<file path="config.mk">
export PLATFORM = sky130hd
export DESIGN_NAME = mfcc_frame_sequencer_flat
export DESIGN_NICKNAME = d
export VERILOG_FILES = /design/src/rtl/mfcc_frame_sequencer_if.sv /design/src/rtl/mfcc_frame_sequencer.sv /design/src/flat_wrapper.sv
export SDC_FILE = /design/constraint.sdc
export NUM_CORES = 1
export LEC_CHECK = 0
export CAP_MARGIN = 20
export CORE_MARGIN = 2
export CORE_UTILIZATION = 40
export DETAILED_ROUTE_END_ITERATION = 8
export PLACE_DENSITY = 0.69
export SYNTH_ARGS = -nofsm -noshare
export SYNTH_HDL_FRONTEND = slang
export SYNTH_SLANG_ARGS = --single-unit
</file>
<file path="constraint.sdc">
create_clock -name clk -period 2.6 [get_ports clk]
set_input_delay 0.52 -clock clk [delete_from_list [all_inputs] [get_ports clk]]
set_output_delay 0.52 -clock clk [all_outputs]
set_load 0.05 [all_outputs]
</file>
<file path="src/rtl/mfcc_frame_sequencer_if.sv">
// Handshake bundle between the MFCC frame sequencer and its surroundings
// (window buffer, PCM FIFO status and the chain of frame-processing stages).
//
// Signals:
//   enable_i       permits launching new frames
//   clear_i        clears sticky flags and exits FAULT
//   frame_ready_i  window buffer holds a complete frame
//   fifo_full_i    PCM FIFO full indication
//   stage_done_i   one-cycle done pulse per stage
//   stage_start_o  one-hot, one-cycle start pulse per stage
//   start_move_o   window-advance pulse
//   busy_o         sequencer not idle
//   frame_done_o   last stage of a frame completed
//   frame_count_o  completed frames, wrapping
//   overrun_o      sticky FIFO-full-while-busy flag
//   fault_o        sequencer is in FAULT
//   fault_stage_o  index of the stage that timed out
//
// Modports: master = sequencer side, slave = environment side.
interface mfcc_frame_sequencer_if #(
  parameter int NUM_STAGES  = 5,
  parameter int COUNT_WIDTH = 16
);
  localparam int IDX_W = (NUM_STAGES > 1) ? $clog2(NUM_STAGES) : 1;

  logic                   enable_i;
  logic                   clear_i;
  logic                   frame_ready_i;
  logic                   fifo_full_i;
  logic [NUM_STAGES-1:0]  stage_done_i;
  logic [NUM_STAGES-1:0]  stage_start_o;
  logic                   start_move_o;
  logic                   busy_o;
  logic                   frame_done_o;
  logic [COUNT_WIDTH-1:0] frame_count_o;
  logic                   overrun_o;
  logic                   fault_o;
  logic [IDX_W-1:0]       fault_stage_o;

  modport master (
    input  enable_i, clear_i, frame_ready_i, fifo_full_i, stage_done_i,
    output stage_start_o, start_move_o, busy_o, frame_done_o, frame_count_o,
           overrun_o, fault_o, fault_stage_o
  );

  modport slave (
    output enable_i, clear_i, frame_ready_i, fifo_full_i, stage_done_i,
    input  stage_start_o, start_move_o, busy_o, frame_done_o, frame_count_o,
           overrun_o, fault_o, fault_stage_o
  );
endinterface

</file>
<file path="src/rtl/mfcc_frame_sequencer.sv">
// Per-frame scheduler for the MFCC datapath. When a full frame is available
// it starts each processing stage in order (one-cycle start pulse), waits for
// that stage's done pulse, advances the input window once the Hamming stage
// has finished, counts completed frames and flags overruns and hung stages.
//
// Ports:
//   clk    system clock, rising edge
//   rst_n  asynchronous active-low reset
//   bus    mfcc_frame_sequencer_if.master handshake bundle
//
// Every output in the bundle is a flop except start_move_o, which follows
// stage_done_i[0] combinationally while stage 0 is being waited on.
module mfcc_frame_sequencer #(
  parameter int NUM_STAGES     = 5,
  parameter int TIMEOUT_CYCLES = 4096,
  parameter int COUNT_WIDTH    = 16
) (
  input  logic                  clk,
  input  logic                  rst_n,
  mfcc_frame_sequencer_if.master bus
);

  localparam int IDX_W = (NUM_STAGES > 1) ? $clog2(NUM_STAGES) : 1;
  localparam int TMR_W = (TIMEOUT_CYCLES > 2) ? $clog2(TIMEOUT_CYCLES) : 1;
  localparam int EXT_W = 1 << IDX_W;

  localparam logic [IDX_W-1:0] LAST_IDX  = IDX_W'(NUM_STAGES - 1);
  localparam logic [TMR_W-1:0] TMR_LIMIT = TMR_W'(TIMEOUT_CYCLES - 1);

  typedef enum logic [2:0] {
    S_IDLE,
    S_LAUNCH,
    S_WAIT,
    S_DONE,
    S_FAULT
  } state_t;

  state_t                state, state_nxt;
  logic [IDX_W-1:0]      stage_idx, stage_idx_nxt;
  logic [TMR_W-1:0]      timer;
  logic [EXT_W-1:0]      done_ext;
  logic                  cur_done;
  logic [NUM_STAGES-1:0] start_nxt;

  // Zero-extend so that indexing by stage_idx never leaves the vector.
  assign done_ext = EXT_W'(bus.stage_done_i);
  assign cur_done = done_ext[stage_idx];

  // The Hamming output is already latched when stage 0 reports done, so the
  // window may slide in that very cycle while later stages keep running.
  assign bus.start_move_o = (state == S_WAIT) && (stage_idx == '0) &&
                            bus.stage_done_i[0];

  always_ff @(posedge clk or negedge rst_n) begin
    if (!rst_n) begin
      state     <= S_IDLE;
      stage_idx <= '0;
    end else begin
      state     <= state_nxt;
      stage_idx <= stage_idx_nxt;
    end
  end

  always_comb begin
    state_nxt     = state;
    stage_idx_nxt = stage_idx;
    start_nxt     = '0;
    case (state)
      S_IDLE: begin
        if (bus.enable_i && bus.frame_ready_i) begin
          state_nxt     = S_LAUNCH;
          stage_idx_nxt = '0;
        end
      end
      // A done pulse in the start cycle is not looked at here.
      S_LAUNCH: state_nxt = S_WAIT;
      S_WAIT: begin
        // Done is tested first so it wins over a coincident timeout.
        if (cur_done) begin
          if (stage_idx == LAST_IDX) begin
            state_nxt = S_DONE;
          end else begin
            state_nxt     = S_LAUNCH;
            stage_idx_nxt = stage_idx + 1'b1;
          end
        end else if (timer == TMR_LIMIT) begin
          state_nxt = S_FAULT;
        end
      end
      S_DONE: state_nxt = S_IDLE;
      S_FAULT: begin
        if (bus.clear_i) begin
          state_nxt     = S_IDLE;
          stage_idx_nxt = '0;
        end
      end
      default: state_nxt = S_IDLE;
    endcase
    if (state_nxt == S_LAUNCH) begin
      start_nxt = NUM_STAGES'(1) << stage_idx_nxt;
    end
  end

  // Outputs are registered from the next-state decode so they line up with
  // the state they describe.
  always_ff @(posedge clk or negedge rst_n) begin
    if (!rst_n) begin
      timer             <= '0;
      bus.stage_start_o <= '0;
      bus.busy_o        <= 1'b0;
      bus.frame_done_o  <= 1'b0;
      bus.frame_count_o <= '0;
      bus.overrun_o     <= 1'b0;
      bus.fault_o       <= 1'b0;
      bus.fault_stage_o <= '0;
    end else begin
      // Timer reads 0 during LAUNCH and N on the N-th cycle after the start.
      if (state_nxt == S_LAUNCH) begin
        timer <= '0;
      end else if (state == S_LAUNCH || state == S_WAIT) begin
        timer <= timer + 1'b1;
      end

      bus.stage_start_o <= start_nxt;
      bus.busy_o        <= (state_nxt != S_IDLE);
      bus.frame_done_o  <= (state_nxt == S_DONE);
      bus.fault_o       <= (state_nxt == S_FAULT);

      if (state == S_DONE) begin
        bus.frame_count_o <= bus.frame_count_o + 1'b1;
      end

      if (state == S_WAIT && state_nxt == S_FAULT) begin
        bus.fault_stage_o <= stage_idx;
      end

      // clear_i beats a same-cycle set.
      if (bus.clear_i) begin
        bus.overrun_o <= 1'b0;
      end else if (bus.fifo_full_i && state != S_IDLE && state != S_FAULT) begin
        bus.overrun_o <= 1'b1;
      end
    end
  end

endmodule

</file>
<file path="src/flat_wrapper.sv">
// flat-port wrapper written by rule: the top's interface ports become plain ports
module mfcc_frame_sequencer_flat 
#(
  parameter int NUM_STAGES     = 5,
  parameter int TIMEOUT_CYCLES = 4096,
  parameter int COUNT_WIDTH    = 16
)
  (clk, rst_n, bus_enable_i, bus_clear_i, bus_frame_ready_i, bus_fifo_full_i, bus_stage_done_i, bus_stage_start_o, bus_start_move_o, bus_busy_o, bus_frame_done_o, bus_frame_count_o, bus_overrun_o, bus_fault_o, bus_fault_stage_o);
  mfcc_frame_sequencer_if #(.NUM_STAGES(NUM_STAGES), .COUNT_WIDTH(COUNT_WIDTH)) bus_i ();
  input  logic clk;
  input  logic rst_n;
  input wire logic [$bits(bus_i.enable_i)-1:0] bus_enable_i;
  input wire logic [$bits(bus_i.clear_i)-1:0] bus_clear_i;
  input wire logic [$bits(bus_i.frame_ready_i)-1:0] bus_frame_ready_i;
  input wire logic [$bits(bus_i.fifo_full_i)-1:0] bus_fifo_full_i;
  input wire logic [$bits(bus_i.stage_done_i)-1:0] bus_stage_done_i;
  output wire logic [$bits(bus_i.stage_start_o)-1:0] bus_stage_start_o;
  output wire logic [$bits(bus_i.start_move_o)-1:0] bus_start_move_o;
  output wire logic [$bits(bus_i.busy_o)-1:0] bus_busy_o;
  output wire logic [$bits(bus_i.frame_done_o)-1:0] bus_frame_done_o;
  output wire logic [$bits(bus_i.frame_count_o)-1:0] bus_frame_count_o;
  output wire logic [$bits(bus_i.overrun_o)-1:0] bus_overrun_o;
  output wire logic [$bits(bus_i.fault_o)-1:0] bus_fault_o;
  output wire logic [$bits(bus_i.fault_stage_o)-1:0] bus_fault_stage_o;
  assign bus_i.enable_i = bus_enable_i;
  assign bus_i.clear_i = bus_clear_i;
  assign bus_i.frame_ready_i = bus_frame_ready_i;
  assign bus_i.fifo_full_i = bus_fifo_full_i;
  assign bus_i.stage_done_i = bus_stage_done_i;
  assign bus_stage_start_o = bus_i.stage_start_o;
  assign bus_start_move_o = bus_i.start_move_o;
  assign bus_busy_o = bus_i.busy_o;
  assign bus_frame_done_o = bus_i.frame_done_o;
  assign bus_frame_count_o = bus_i.frame_count_o;
  assign bus_overrun_o = bus_i.overrun_o;
  assign bus_fault_o = bus_i.fault_o;
  assign bus_fault_stage_o = bus_i.fault_stage_o;
  mfcc_frame_sequencer #(.NUM_STAGES(NUM_STAGES), .TIMEOUT_CYCLES(TIMEOUT_CYCLES), .COUNT_WIDTH(COUNT_WIDTH)) u_core (.clk(clk), .rst_n(rst_n), .bus(bus_i));
endmodule
</file>
==> Implementation_results.wiki <==
{| class="wikitable"
! Metric !! Value
|-
| Status || finished, final reports clean
|-
| Total Negative Setup Slacks || 0 ns
|-
| Area grow syn2layout || 25.8%
|-
| Max-slew violations || 0
|-
| Required arrival time at the worst endpoint || between 2 and 2.5 ns
|-
| Part of the power in the clock network || 0.188
|-
| Internal portion of total power || ~1.4 mW
|-
| Number of buffers inserted to repair setup after CTS || 0
|-
| Clock-pin transition on the worst setup and hold timing paths || approximately 0.090 ns
|-
| Reg power frac || 0.405
|-
| Sequential cell area fraction in the yosys report || 0.511
|-
| Vias || between 1,500 and 2,000
|-
| Total setup violations reported at the end of the flow || 0
|-
| Most common cell after layout, fill and taps aside || sky130_fd_sc_hd__dfrtp_1
|-
| Type of the tightest min-delay check || input port to asynchronous set/reset pin
|-
| Post-synthesis instance area || about 2300 um^2
|-
| Synthesized netlist cell count || between 200 and 250
|-
| CTS tree || yes
|-
| Least setup slack across all paths after layout || approximately 0.22 ns
|-
| Arrival @ worst endpoint || ~1.9 ns
|-
| Average wire per cell in the routed design || 12.6 um
|-
| Combinational group share of total power || 0.408
|-
| Die extent in x || between 70 and 80 um
|-
| Nets || 269
|-
| Crit path launch type || flip-flop
|-
| Post-placement worst setup slack || 0.0509 ns
|-
| Measured slew at the worst slew-check pin || 0.678 ns
|-
| Total clock buffers created by CTS || 5
|-
| Setup repair after global routing missed its margin || false
|-
| Gp weighted congestion || 0.788
|-
| CP max stage cell || sky130_fd_sc_hd__dfrtp_1
|-
| DRT Wirelength || approximately 4100 um
|-
| Final Hold Fails || 0
|-
| Placed cell count || about 320
|-
| Number of detailed-route iterations in the first pass || 4
|-
| Antenna violations before repair || 0
|-
| Largest net degree at the start of global routing || 23
|-
| Met2 Track Usage GR || 0.228
|-
| Die footprint || about 6200 um^2
|-
| Vias per Instance || ~5.1
|-
| Most utilized layer in the global route result || met2
|-
| Total clock sinks || 46
|-
| CTS Hold Bufs || 0
|-
| Clock root cell || sky130_fd_sc_hd__clkbuf_8
|-
| DRC Markers || 0
|-
| Most frequent cells in the layout || 46 x sky130_fd_sc_hd__dfrtp_1, 37 x sky130_fd_sc_hd__clkdlybuf4s50_1, 22 x sky130_fd_sc_hd__nand2_1
|-
| Global-route track usage on met1 || 0.205
|-
| Via count of the first global-routing pass || between 1,500 and 2,000
|-
| Startpoint of the worst-slack reg-to-reg timing path || u_core.stage_idx[1]
|-
| Register bit count reported by yosys || 46
|-
| Number of placement rows || 27
|-
| Worst path max stage delay || around 0.52 ns
|-
| Number of different library cells in the post-synthesis netlist || 42
|-
| Remaining Overflow, GRT || 0
|-
| Critical path peak fanout || 11
|-
| Worst clock skew || around 0.014 ns
|-
| Lkg Pwr || approximately 1.3 nW
|-
| Post-route ant nets || 0
|-
| Portion of the clock cycle consumed by the worst path in the final layout || 0.914
|-
| Initial core utilization || 0.412
|-
| Critical path cell sequence || or3b_1 -> nor2_1 -> and3_1 -> buf_12
|-
| Starting DRC count in detailed routing || 83
|-
| Syn_area_per_cell || 10.8 um^2
|-
| Count of antenna diodes in the layout || 0
|-
| Met3 routing resource usage after global routing || 0.0284
|-
| Die Height || between 70 and 80 um
|-
| Critical path startpoint || u_core.state[0]
|-
| Maximum capacitance violations || 0
|-
| PortBufs || 39
|-
| Global-route wire length before repair || 7210 um
|-
| Fmax achieved || between 0.4 and 0.5 GHz
|-
| Number of top-level pins || 40
|-
| Capturing element type of the critical path || primary output
|-
| Worst Path Class, Setup || flip-flop to primary output
|-
| Switching share of power || 0.401
|-
| Power Density || roughly 820 nW/um^2
|-
| Post-route standard cell area excluding fillers || between 2000 and 3000 um^2
|-
| Post-detailed-placement cell area || roughly 2700 um^2
|-
| Number of levels the H-tree was split into || 2
|-
| Insertion delay to the later sink of the worst-skew pair || 0.30 ns
|-
| Minimum clock period after layout || roughly 2.4 ns
|-
| Synthesized net count || between 200 and 250
|-
| Post-cts sizing count || 0
|-
| Number of cells in the finished layout apart from fillers || approximately 330
|-
| VDD IR-drop max || ~0.41 mV
|-
| Syn. warnings || 0
|-
| Placeable core area || roughly 5500 um^2
|-
| Maximum root-to-sink buffer count || 2
|-
| Fraction of final layout cells sized beyond drive strength 1 || 0.125
|-
| Worst slew slack as a fraction of its limit || 0.545
|-
| P_sw || just over 0.9 mW
|-
| HPWL after detailed placement || approximately 3200 um
|-
| Total routing usage reported by global routing || 0.144
|}
==> worst paths after layout <==
kind / depth (start not counted) / slack, ns / endpoint
setup / recovery: 4 / 0.22 / bus_start_move_o
hold / removal: 1 / 0.16 / u_core.bus.frame_count_o[3]
setup reg to reg: 6 / 0.50 / u_core.timer[1]
hold reg to reg: 1 / 0.47 / u_core.bus.frame_count_o[15]
max in group asynchronous: 2 / 1.86 / u_core.state[1]
min in group clk: 1 / 0.47 / u_core.bus.frame_count_o[15]
==> synth_stat cells, drive strengths merged <==
cell     number  area [um^2]
nor2         23          104
nor2b         1         6.26
nor3          5         25.0
o2111ai       1         8.76
nand4b        1         8.76
a21oi         6         30.0
and3b         1         8.76
a221o         1         10.0
or3b          1         8.76
nand2        22         82.6
mux2          4         48.8
nand4        10         62.6
o32a          1         10.0
buf           4         26.3
o21ai         8         43.8
nor4b         1         23.8
xnor2        12          105
and4b         1         10.0
inv           8         30.0
and4          1         8.76
and3          6         37.5
nand3         7         35.0
a22oi         3         22.5
and4bb        4         50.1
nor4          1         6.26
o2bb2ai       1         8.76
dfrtp        46         1150
a221oi        2         52.6
and2          1         6.26
xor2         15          131
a31oi         1         6.26
nand3b        1         7.51
clkbuf        2         7.51
or2           1         6.26
ha            4         50.1
nand2b        2         12.5
==> per-stage QoR <==
stage	power (mW)	hold slack [ns]	util
finish	2.33	0.164	0.518
global route	2.49	0.192	0.518
CTS	2.35	0.174	0.518
detailed placement	1.91	0.462	0.501
global placement	1.90	0.456	0.501
floorplan	1.64	0.224	-
==> layer usage <==
metal | vias up | wire (um) | part of all wire
met5 | - | 0 | 0
met4 | 0 | 44 | 0.011
met3 | 5 | 192 | 0.047
met2 | 41 | 1870 | 0.45
met1 | 794 | 2020 | 0.49
li1 | 825 | - | -
==> cell families (layout without fill, tap and decap cells) <==
logic type	Yosys count	in the layout	share of synthesized area
multiplexers	4	4	0.0217
AND/OR/NAND/NOR	90	90	0.227
flip-flops	46	46	0.511
buffers and inverters	14	60	0.0283
adder cells (fa/ha/maj)	4	4	0.0222
XOR/XNOR	27	27	0.105
AO/OA/AOI/OAI	24	24	0.0855
==> state kept, by name, summed over array words and instances (netlist names) <==
signal                    flops
u_core.stage_idx              3
u_core.timer                 12
u_core.bus.busy_o             1
u_core.bus.stage_start_o      5
u_core.bus.fault_o            1
u_core.bus.frame_done_o       1
u_core.bus.fault_stage_o      3
u_core.bus.overrun_o          1
u_core.bus.frame_count_o     16
u_core.state                  3
==> power by group through the flow <==
stage / combinational, mW / clock (mW) / sequential, mW
global route: 1.04 / 0.487 / 0.962
finish: 0.950 / 0.437 / 0.944
floorplan: 0.557 / 0 / 1.09
detailed placement: 0.958 / 0 / 0.957
CTS: 0.960 / 0.452 / 0.943
global placement: 0.947 / 0 / 0.955
==> area by class of cell <==
cell class,count,area (um^2)
inverter,8,30.0
multi-input combinational,149,1040
fill,505,2640
sequential,46,1150
clock buffer,5,68.8
timing repair buffer,44,433
tap,72,90.1
clock inverter,3,23.8
==> critical path, delay by kind of cell, from the launching register on <==
| family | cells | cell delay, ns |
|---|---|---|
| buffers and inverters | 1 | 0.14 |
| AND/OR/NAND/NOR | 3 | 0.88 |
| flip-flops | 1 | 0.52 |
Note: power is estimated with default switching activity, not from simulation.
